<file path="config.mk">
export PLATFORM = sky130hd
export DESIGN_NAME = alu_exec_stage
export DESIGN_NICKNAME = d
export VERILOG_FILES = /design/src/rtl/alu_exec_stage.sv
export SDC_FILE = /design/constraint.sdc
export NUM_CORES = 1
export LEC_CHECK = 0
export CAP_MARGIN = 15
export CORE_ASPECT_RATIO = 1.4
export CORE_MARGIN = 2
export CORE_UTILIZATION = 56
export DETAILED_ROUTE_END_ITERATION = 16
export HOLD_SLACK_MARGIN = 0.03
export PLACE_DENSITY = 0.83
export SYNTH_ARGS = -nofsm -noshare
export SYNTH_HDL_FRONTEND = slang
export SYNTH_SLANG_ARGS = --single-unit
export TNS_END_PERCENT = 20
</file>
<file path="constraint.sdc">
create_clock -name clk_i -period 0.94 [get_ports clk_i]
set_clock_uncertainty 0.05 [all_clocks]
set_input_delay 0.188 -clock clk_i [delete_from_list [all_inputs] [get_ports clk_i]]
set_output_delay 0.188 -clock clk_i [all_outputs]
set_load 0.02 [all_outputs]
</file>
<file path="src/rtl/alu_exec_stage.sv">
// alu_exec_stage
// ----------------------------------------------------------------------------
// Registered RISC-V execute stage. It decodes ALUOp/funct3 into a 4-bit
// ALUControl code, runs the 32-bit ALU, and computes PC+4 and the PC+imm
// branch target. All results are captured in output registers, so the
// latency is one cycle. There is no backpressure, so an operation can be
// accepted every cycle.
//
// Optional feature macro: ALU_OVERFLOW_EN
//   When defined, the stage adds overflow_o, a registered signed-overflow
//   flag for ADD and SUB.
//
// Ports
//   clk_i             clock; all state updates on its rising edge
//   rst_ni            asynchronous, active-low reset
//   in_valid_i        operands, pc and imm are valid this cycle
//   alu_op_i   [2:0]  ALUOp from main control
//   funct3_i   [2:0]  instruction[14:12]
//   op_a_i     [XLEN] readData1
//   op_b_i     [XLEN] ALUSrc-muxed operand (readData2 or imm)
//   pc_i       [XLEN] current program counter
//   imm_i      [XLEN] sign-extended immediate
//   out_valid_o       registered copy of in_valid_i
//   alu_ctrl_o [3:0]  registered ALUControl code (debug/trace)
//   alu_result_o      registered ALU result
//   zero_o            registered (alu_result == 0)
//   pc_plus4_o        registered pc + PC_STEP
//   branch_target_o   registered pc + imm
//   overflow_o        registered signed overflow (ALU_OVERFLOW_EN only)
// ----------------------------------------------------------------------------
module alu_exec_stage #(
  parameter int XLEN    = 32,
  parameter int PC_STEP = 4
) (
  input  logic            clk_i,
  input  logic            rst_ni,
  input  logic            in_valid_i,
  input  logic [2:0]      alu_op_i,
  input  logic [2:0]      funct3_i,
  input  logic [XLEN-1:0] op_a_i,
  input  logic [XLEN-1:0] op_b_i,
  input  logic [XLEN-1:0] pc_i,
  input  logic [XLEN-1:0] imm_i,
  output logic            out_valid_o,
  output logic [3:0]      alu_ctrl_o,
  output logic [XLEN-1:0] alu_result_o,
  output logic            zero_o,
  output logic [XLEN-1:0] pc_plus4_o,
  output logic [XLEN-1:0] branch_target_o
`ifdef ALU_OVERFLOW_EN
  ,
  output logic            overflow_o
`endif
);

  localparam logic [3:0] CtrlAnd = 4'b0000;
  localparam logic [3:0] CtrlOr  = 4'b0001;
  localparam logic [3:0] CtrlAdd = 4'b0010;
  localparam logic [3:0] CtrlXor = 4'b0011;
  localparam logic [3:0] CtrlSll = 4'b0100;
  localparam logic [3:0] CtrlSrl = 4'b0101;
  localparam logic [3:0] CtrlSub = 4'b0110;
  localparam logic [3:0] CtrlSlt = 4'b0111;

  localparam logic [XLEN-1:0] PcStep = XLEN'(PC_STEP);

  logic [3:0]      alu_ctrl_d,      alu_ctrl_q;
  logic [XLEN-1:0] alu_result_d,    alu_result_q;
  logic            zero_d,          zero_q;
  logic [XLEN-1:0] pc_plus4_d,      pc_plus4_q;
  logic [XLEN-1:0] branch_target_d, branch_target_q;
  logic            out_valid_q;
  logic [3:0]      funct3_ctrl;

  // R/I-type funct3 map. alu_op 011 reuses it for everything except funct3 000.
  always_comb begin
    funct3_ctrl = CtrlAdd;
    case (funct3_i)
      3'b000:  funct3_ctrl = CtrlAdd;
      3'b001:  funct3_ctrl = CtrlSll;
      3'b010:  funct3_ctrl = CtrlSlt;
      3'b011:  funct3_ctrl = CtrlAdd;
      3'b100:  funct3_ctrl = CtrlXor;
      3'b101:  funct3_ctrl = CtrlSrl;
      3'b110:  funct3_ctrl = CtrlOr;
      3'b111:  funct3_ctrl = CtrlAnd;
      default: funct3_ctrl = CtrlAdd;
    endcase
  end

  always_comb begin
    alu_ctrl_d = CtrlAdd;
    case (alu_op_i)
      3'b000:  alu_ctrl_d = CtrlAdd;
      3'b001:  alu_ctrl_d = CtrlSub;
      3'b010:  alu_ctrl_d = funct3_ctrl;
      3'b011:  alu_ctrl_d = (funct3_i == 3'b000) ? CtrlSub : funct3_ctrl;
      default: alu_ctrl_d = CtrlAdd;
    endcase
  end

  always_comb begin
    alu_result_d = '0;
    case (alu_ctrl_d)
      CtrlAnd: alu_result_d = op_a_i & op_b_i;
      CtrlOr:  alu_result_d = op_a_i | op_b_i;
      CtrlAdd: alu_result_d = op_a_i + op_b_i;
      CtrlSub: alu_result_d = op_a_i - op_b_i;
      CtrlXor: alu_result_d = op_a_i ^ op_b_i;
      CtrlSll: alu_result_d = op_a_i << op_b_i[4:0];
      CtrlSrl: alu_result_d = op_a_i >> op_b_i[4:0];
      CtrlSlt: alu_result_d = {{(XLEN-1){1'b0}}, ($signed(op_a_i) < $signed(op_b_i))};
      default: alu_result_d = '0;
    endcase
  end

  assign zero_d          = (alu_result_d == '0);
  assign pc_plus4_d      = pc_i + PcStep;
  assign branch_target_d = pc_i + imm_i;

  // Result registers only load on valid input; out_valid follows in_valid every edge.
  always_ff @(posedge clk_i or negedge rst_ni) begin
    if (!rst_ni) begin
      out_valid_q     <= 1'b0;
      alu_ctrl_q      <= '0;
      alu_result_q    <= '0;
      zero_q          <= 1'b0;
      pc_plus4_q      <= '0;
      branch_target_q <= '0;
    end else begin
      out_valid_q <= in_valid_i;
      if (in_valid_i) begin
        alu_ctrl_q      <= alu_ctrl_d;
        alu_result_q    <= alu_result_d;
        zero_q          <= zero_d;
        pc_plus4_q      <= pc_plus4_d;
        branch_target_q <= branch_target_d;
      end
    end
  end

  assign out_valid_o     = out_valid_q;
  assign alu_ctrl_o      = alu_ctrl_q;
  assign alu_result_o    = alu_result_q;
  assign zero_o          = zero_q;
  assign pc_plus4_o      = pc_plus4_q;
  assign branch_target_o = branch_target_q;

`ifdef ALU_OVERFLOW_EN
  logic overflow_d, overflow_q;
  logic sign_a, sign_b, sign_r;

  assign sign_a = op_a_i[XLEN-1];
  assign sign_b = op_b_i[XLEN-1];
  assign sign_r = alu_result_d[XLEN-1];

  // ADD overflows when like-signed operands give an opposite-signed result;
  // SUB overflows when operands differ in sign and the result's sign flips from op_a.
  always_comb begin
    overflow_d = 1'b0;
    case (alu_ctrl_d)
      CtrlAdd: overflow_d = (sign_a == sign_b) && (sign_r != sign_a);
      CtrlSub: overflow_d = (sign_a != sign_b) && (sign_r != sign_a);
      default: overflow_d = 1'b0;
    endcase
  end

  always_ff @(posedge clk_i or negedge rst_ni) begin
    if (!rst_ni) begin
      overflow_q <= 1'b0;
    end else if (in_valid_i) begin
      overflow_q <= overflow_d;
    end
  end

  assign overflow_o = overflow_q;
`endif

endmodule

</file>
==> results of run 1 <==
cells by family after synthesis:
logic type | after synthesis | synth area share
compound gates | 584 | 0.264
simple gates | 543 | 0.174
buf+inv | 250 | 0.0703
mux | 162 | 0.154
fa+ha+maj | 143 | 0.122
flops | 101 | 0.171
xor+xnor | 75 | 0.0443
other cells | 1 | 0.000253
stage by stage:
| step | setup TNS (ns) | instance area (um^2) | hold slack [ns] |
|---|---|---|---|
| floorplan | -116.82 | 15100 | -0.158 |
| global placement | -213.48 | 22200 | 0.00898 |
| detailed placement | -225.07 | 22200 | 0.0140 |
Yosys cell counts, drive strengths merged, types with 8 or more instances:
cell type,instances
a211oi,37
nor2b,19
a21o,24
a2111oi,8
or3,18
o22ai,12
a221o,10
nand3,50
nor3,35
nand2,132
mux4,47
xnor2,48
inv,114
o31ai,13
nor2,187
ha,140
a21oi,182
o21ai,82
nand2b,18
nand4,20
o2111ai,8
o21a,15
buf,42
dfrtp,101
o211ai,24
o21bai,18
a221oi,18
mux2,58
xor2,27
a31oi,29
mux2i,57
clkbuf,92
a2bb2oi,9
nor4,10
and3,18
==> Flow_metrics.wiki, run 1 <==
{| class="wikitable"
! Metric !! Value
|-
| Outcome || stopped before the end
|-
| Halt Stage || clock tree synthesis
|-
| Error that stopped the run || [ERROR DPL-0033] detailed placement checks failed during check placement.
|-
| Count of input and output buffers || 237
|-
| Number of top-level pins || 239
|-
| Synth unique cells || 91
|-
| Yosys warns || 0
|-
| Post-CTS Setup Bufs || 118
|-
| Worst slack at placement || -4.25 ns
|-
| Gp weighted congestion || 1.19
|-
| HPWL Detailed || 57.6 mm
|-
| Maximum root-to-sink buffer count || 2
|-
| Synth async-reset ratio || 1.00
|-
| CTS Buf Count || 9
|-
| Number of hold buffers added after CTS || 2
|-
| Post-Syn Area || 0.0148 mm^2
|-
| Starting density of the core || 0.568
|-
| Number of resized instances in the post-cts repair step || 730
|-
| CTS sink count || 101
|-
| Horizontal die dimension || 141 um
|-
| Mean post-synth cell area || 7.97 um^2
|-
| Top_reg_cell synth || sky130_fd_sc_hd__dfrtp_1
|-
| Number of storage elements in the synthesis netlist || 101
|-
| Clock Root Buffer || sky130_fd_sc_hd__clkbuf_16
|-
| Net count after synthesis || 2139
|-
| Largest cells by area after synthesis || sky130_fd_sc_hd__dfrtp_1 17%, sky130_fd_sc_hd__ha_1 12%, sky130_fd_sc_hd__mux4_2 7.1%, sky130_fd_sc_hd__a21oi_1 6.1%, sky130_fd_sc_hd__nor2_1 4.7%
|-
| Number of standard cells after synthesis || 1859
|-
| Cell taking the most area after synthesis || sky130_fd_sc_hd__dfrtp_1
|-
| Count of H-tree levels built during CTS || 3
|-
| Placed Instances || 2942
|-
| Number of enable-type register cells in the synthesized netlist || 0
|-
| Sequential element share of the synthesized area || 0.171
|-
| Synth top area share || 0.171
|-
| Row cnt || 70
|-
| Die Ht || 196 um
|}
==> inputs of run 2 (changes only) <==
--- a/config.mk
+++ b/config.mk
@@ -6,12 +6,10 @@
 export NUM_CORES = 1
 export LEC_CHECK = 0
 export CAP_MARGIN = 15
-export CORE_ASPECT_RATIO = 1.4
 export CORE_MARGIN = 2
-export CORE_UTILIZATION = 56
+export CORE_UTILIZATION = 40
 export DETAILED_ROUTE_END_ITERATION = 16
-export HOLD_SLACK_MARGIN = 0.03
-export PLACE_DENSITY = 0.83
+export PLACE_DENSITY_LB_ADDON = 0.15
 export SYNTH_ARGS = -nofsm -noshare
 export SYNTH_HDL_FRONTEND = slang
 export SYNTH_SLANG_ARGS = --single-unit
==> run 2 against run 1 <==
  * The flow now finishes, with violations (negative setup slack)
  * Area after synthesis stayed put
  * Synthesized cell count stayed put
==> Flow_metrics.wiki, run 2 <==
{| class="wikitable"
! Metric !! Value
|-
| Outcome || complete, but fails checks
|-
| Violated checks || negative setup slack
|-
| Placed Instances || 3154
|-
| Cell Count, Final, Fillers Out || 3271
|-
| Global Route Usage Sum || 0.388
|-
| Number of standard cells after synthesis || 1859
|-
| Count of input and output buffers || 237
|-
| Share of synthesized cell area in and, or, nand and nor gates || 0.174
|-
| Startpoint of the lowest-slack register-to-register path || branch_target_o[31]
|-
| Count of maximum capacitance violations || 0
|-
| Global routing's busiest layer || met2
|-
| Global-route track usage on met1 || 0.502
|-
| Worst hold-check slack || 0.0167 ns
|-
| Die footprint || 0.0386 mm^2
|-
| CTS sink count || 101
|-
| Row cnt || 70
|-
| Worst EP required || 1.17 ns
|-
| Count of vias placed by the detailed router || 19400
|-
| Most common cell after layout, fill and taps aside || sky130_fd_sc_hd__buf_4
|-
| Wire length of the first global-routing pass || 115 mm
|-
| Portion of netlist area occupied by mux cells || 0.154
|-
| Remaining antenna violation count || 0
|-
| Largest fanout on the critical path || 6
|-
| Gp weighted congestion || 1.01
|-
| Period Utilization, post-route || 3.97
|-
| HPWL Detailed || 59.6 mm
|-
| Synth Area in Adders || 0.122
|-
| Mean post-synth cell area || 7.97 um^2
|-
| Complex-gate fraction of the synthesized area || 0.264
|-
| Met2 track utilization from global routing || 0.651
|-
| Clock tree from TritonCTS || built
|-
| Final global-route overflow total || 0
|-
| Transition time at the pin with the least slew margin || 0.645 ns
|-
| Startpoint of the most critical setup path || funct3_i[1]
|-
| Max-slew violation count || 0
|-
| Post-detailed-routing wire length || 77.7 mm
|-
| Maximum number of pins on one net before global-route repair || 63
|-
| Critical Path End Type || register
|-
| Max_slew headroom || 0.570
|-
| Horizontal die dimension || 196 um
|-
| Most used cells in the layout excluding fill and tap cells || 735 x sky130_fd_sc_hd__buf_4, 167 x sky130_fd_sc_hd__nor2_1, 123 x sky130_fd_sc_hd__nand2_1
|-
| Count of H-tree levels built during CTS || 3
|-
| IR drop worst, VDD || 0.00129 V
|-
| Unrepaired setup endpoints after global routing || true
|-
| Synth async-reset ratio || 1.00
|-
| Cell taking the most area after synthesis || sky130_fd_sc_hd__dfrtp_1
|-
| Clock Root Buffer || sky130_fd_sc_hd__clkbuf_16
|-
| Number of nets in the finished design || 3078
|-
| Std-Cell Core Area || 0.0365 mm^2
|-
| Yosys warns || 0
|-
| Most numerous cell in the Yosys netlist || sky130_fd_sc_hd__nor2_1
|-
| Synthesized-area fraction occupied by xor and xnor cells || 0.0443
|-
| CTS Buf Count || 9
|-
| Number of enable-type register cells in the synthesized netlist || 0
|-
| Highest attainable clock frequency || 268 MHz
|-
| Hold Crit Start || pc_i[0]
|-
| Fin. Hold Viols || 0
|-
| Number of antenna violations at the first check in global routing || 1
|-
| Via count of the first global-routing pass || 19500
|-
| GR Layer Usage met3 || 0.0592
|-
| Average routed wire per standard cell || 23.8 um
|-
| Leading post-synthesis cells by instance count || 187 x sky130_fd_sc_hd__nor2_1, 182 x sky130_fd_sc_hd__a21oi_1, 140 x sky130_fd_sc_hd__ha_1
|-
| Die Ht || 196 um
|-
| Average vias per placed instance || 5.94
|-
| Net count after synthesis || 2139
|-
| Synth unique cells || 91
|-
| Residual DRC || 0
|-
| Power Dens Cells || 1040 mW/mm^2
|-
| Design Area, Final || 0.0266 mm^2
|-
| First DRT Iteration DRCs || 1735
|-
| Crit path time final || 3.73 ns
|-
| Largest cells by area after synthesis || sky130_fd_sc_hd__dfrtp_1 17%, sky130_fd_sc_hd__ha_1 12%, sky130_fd_sc_hd__mux4_2 7.1%, sky130_fd_sc_hd__a21oi_1 6.1%, sky130_fd_sc_hd__nor2_1 4.7%
|-
| Post-Syn Area || 0.0148 mm^2
|-
| Number of storage elements in the synthesis netlist || 101
|-
| Final number of setup-violating endpoints || 202
|-
| Data arrival time of the critical path || 3.96 ns
|-
| Top_reg_cell synth || sky130_fd_sc_hd__dfrtp_1
|-
| Growth of design area from synthesis to finish || 79.9%
|-
| Starting density of the core || 0.406
|-
| Fraction of final layout cells with drive strength greater than 1 || 0.520
|-
| Clock slew at reported path FFs || 0.07 ns
|-
| Tightest Hold Check Type || in -> reg
|-
| Type of the worst setup path || in -> reg
|-
| Post-route worst setup slack || -2.79 ns
|-
| Worst Setup Start Kind || input pin
|-
| Post-DP Area || 0.0229 mm^2
|-
| Clock insertion delay at the later pin of the skew report || 0.37 ns
|-
| Sequential element share of the synthesized area || 0.171
|-
| Dominant combinational cell family by area after synthesis || compound AO/OA/AOI/OAI gates
|-
| Number of iterations in the first detailed-routing pass || 5
|-
| Synth top area share || 0.171
|-
| Standby leakage power || 11.9 nW
|-
| Maximum root-to-sink buffer count || 2
|-
| Number of top-level pins || 239
|}
-- run 2: cell counts after synthesis --
No cell type changed its count.
-- run 2: path summary, 6_finish.rpt --
| kind | to | slack (ns) | cells past startpoint |
|---|---|---|---|
| max | zero_o | -2.79 | 16 |
| min | pc_plus4_o[0] | 0.02 | 2 |
| max reg2reg | branch_target_o[31] | -0.01 | 4 |
| min reg2reg | alu_result_o[9] | 0.46 | 1 |
| max in group asynchronous | pc_plus4_o[0] | 0.23 | 3 |
| min in group asynchronous | alu_result_o[3] | 0.15 | 2 |
-- run 2: kinds of logic (layout without fill, tap and decap cells) --
| logic type | count (synthesis) | count (layout) |
|---|---|---|
| DFF | 101 | 101 |
| buffers and inverters | 250 | 1193 |
| muxes | 162 | 162 |
| adders and majority gates | 143 | 143 |
| other | 1 | 2 |
| AOI/OAI and AO/OA | 584 | 584 |
| xor gates and xnor gates | 75 | 75 |
| and+or+nand+nor | 543 | 543 |
-- run 2: final cells by class --
| type | count | area, um^2 |
|---|---|---|
| multi-input cells | 1508 | 14000 |
| fillers | 2825 | 9870 |
| repair buffers | 1062 | 8790 |
| flip-flops and latches | 101 | 2530 |
| well taps | 468 | 586 |
| inverters | 116 | 478 |
| clock buffers | 10 | 229 |
| clock inverters | 5 | 60.1 |
| diodes | 1 | 2.50 |
-- run 2: critical path, cell delays in order --
cell and delay [ns]:
sky130_fd_sc_hd__buf_6 0.10, sky130_fd_sc_hd__inv_4 0.05, sky130_fd_sc_hd__ha_4 0.19, sky130_fd_sc_hd__nor2b_4 0.12, sky130_fd_sc_hd__or4_4 0.55, sky130_fd_sc_hd__and3_4 0.20, sky130_fd_sc_hd__a22o_4 0.25, sky130_fd_sc_hd__or3b_1 0.36
sky130_fd_sc_hd__nand4bb_4 0.24, sky130_fd_sc_hd__nor4_4 0.26, sky130_fd_sc_hd__nand4_1 0.15, sky130_fd_sc_hd__buf_6 0.16, sky130_fd_sc_hd__nor4_4 0.25, sky130_fd_sc_hd__nand4_1 0.18, sky130_fd_sc_hd__or4_4 0.52, sky130_fd_sc_hd__o41ai_2 0.19
-- run 2: power by group --
group / switching (mW) / total [mW] / leakage, nW / internal (mW)
clock network: 1.84 / 3.91 / 0.139 / 2.07
registers: 0.474 / 5.61 / 1.16 / 5.13
logic: 9.33 / 18.3 / 10.6 / 8.93
-- run 2: repair_timing --
item / CTS / global route
buffers inserted: 76 / 48
setup endpoints to repair: 202 / 202
pin swaps: 201 / 142
hold buffers: 1 / 0
endpoints found under the hold margin: 101 / 0
gates resized for setup: 679 / 379
gates cloned: 0 / 0
-- run 2: through the flow --
step / setup WS (ns) / util / power [mW] / TNS (ns)
floorplan: -2.95 / - / 12.7 / -116.82
global placement: -4.07 / 0.626 / 20.8 / -221.06
detailed placement: -4.16 / 0.626 / 20.9 / -224.28
CTS: -2.85 / 0.704 / 26.7 / -174.79
global route: -2.96 / 0.730 / 29.0 / -166.32
finish: -2.79 / 0.730 / 27.8 / -155.60
-- run 2: layer usage --
| layer | vias to the layer above | share of wire |
|---|---|---|
| met4 | 0 | 0.050 |
| met1 | 9476 | 0.41 |
| met2 | 936 | 0.47 |
| met3 | 233 | 0.073 |
| li1 | 8797 | - |
| met5 | - | 0 |
Note: power is estimated with default switching activity, not from simulation.
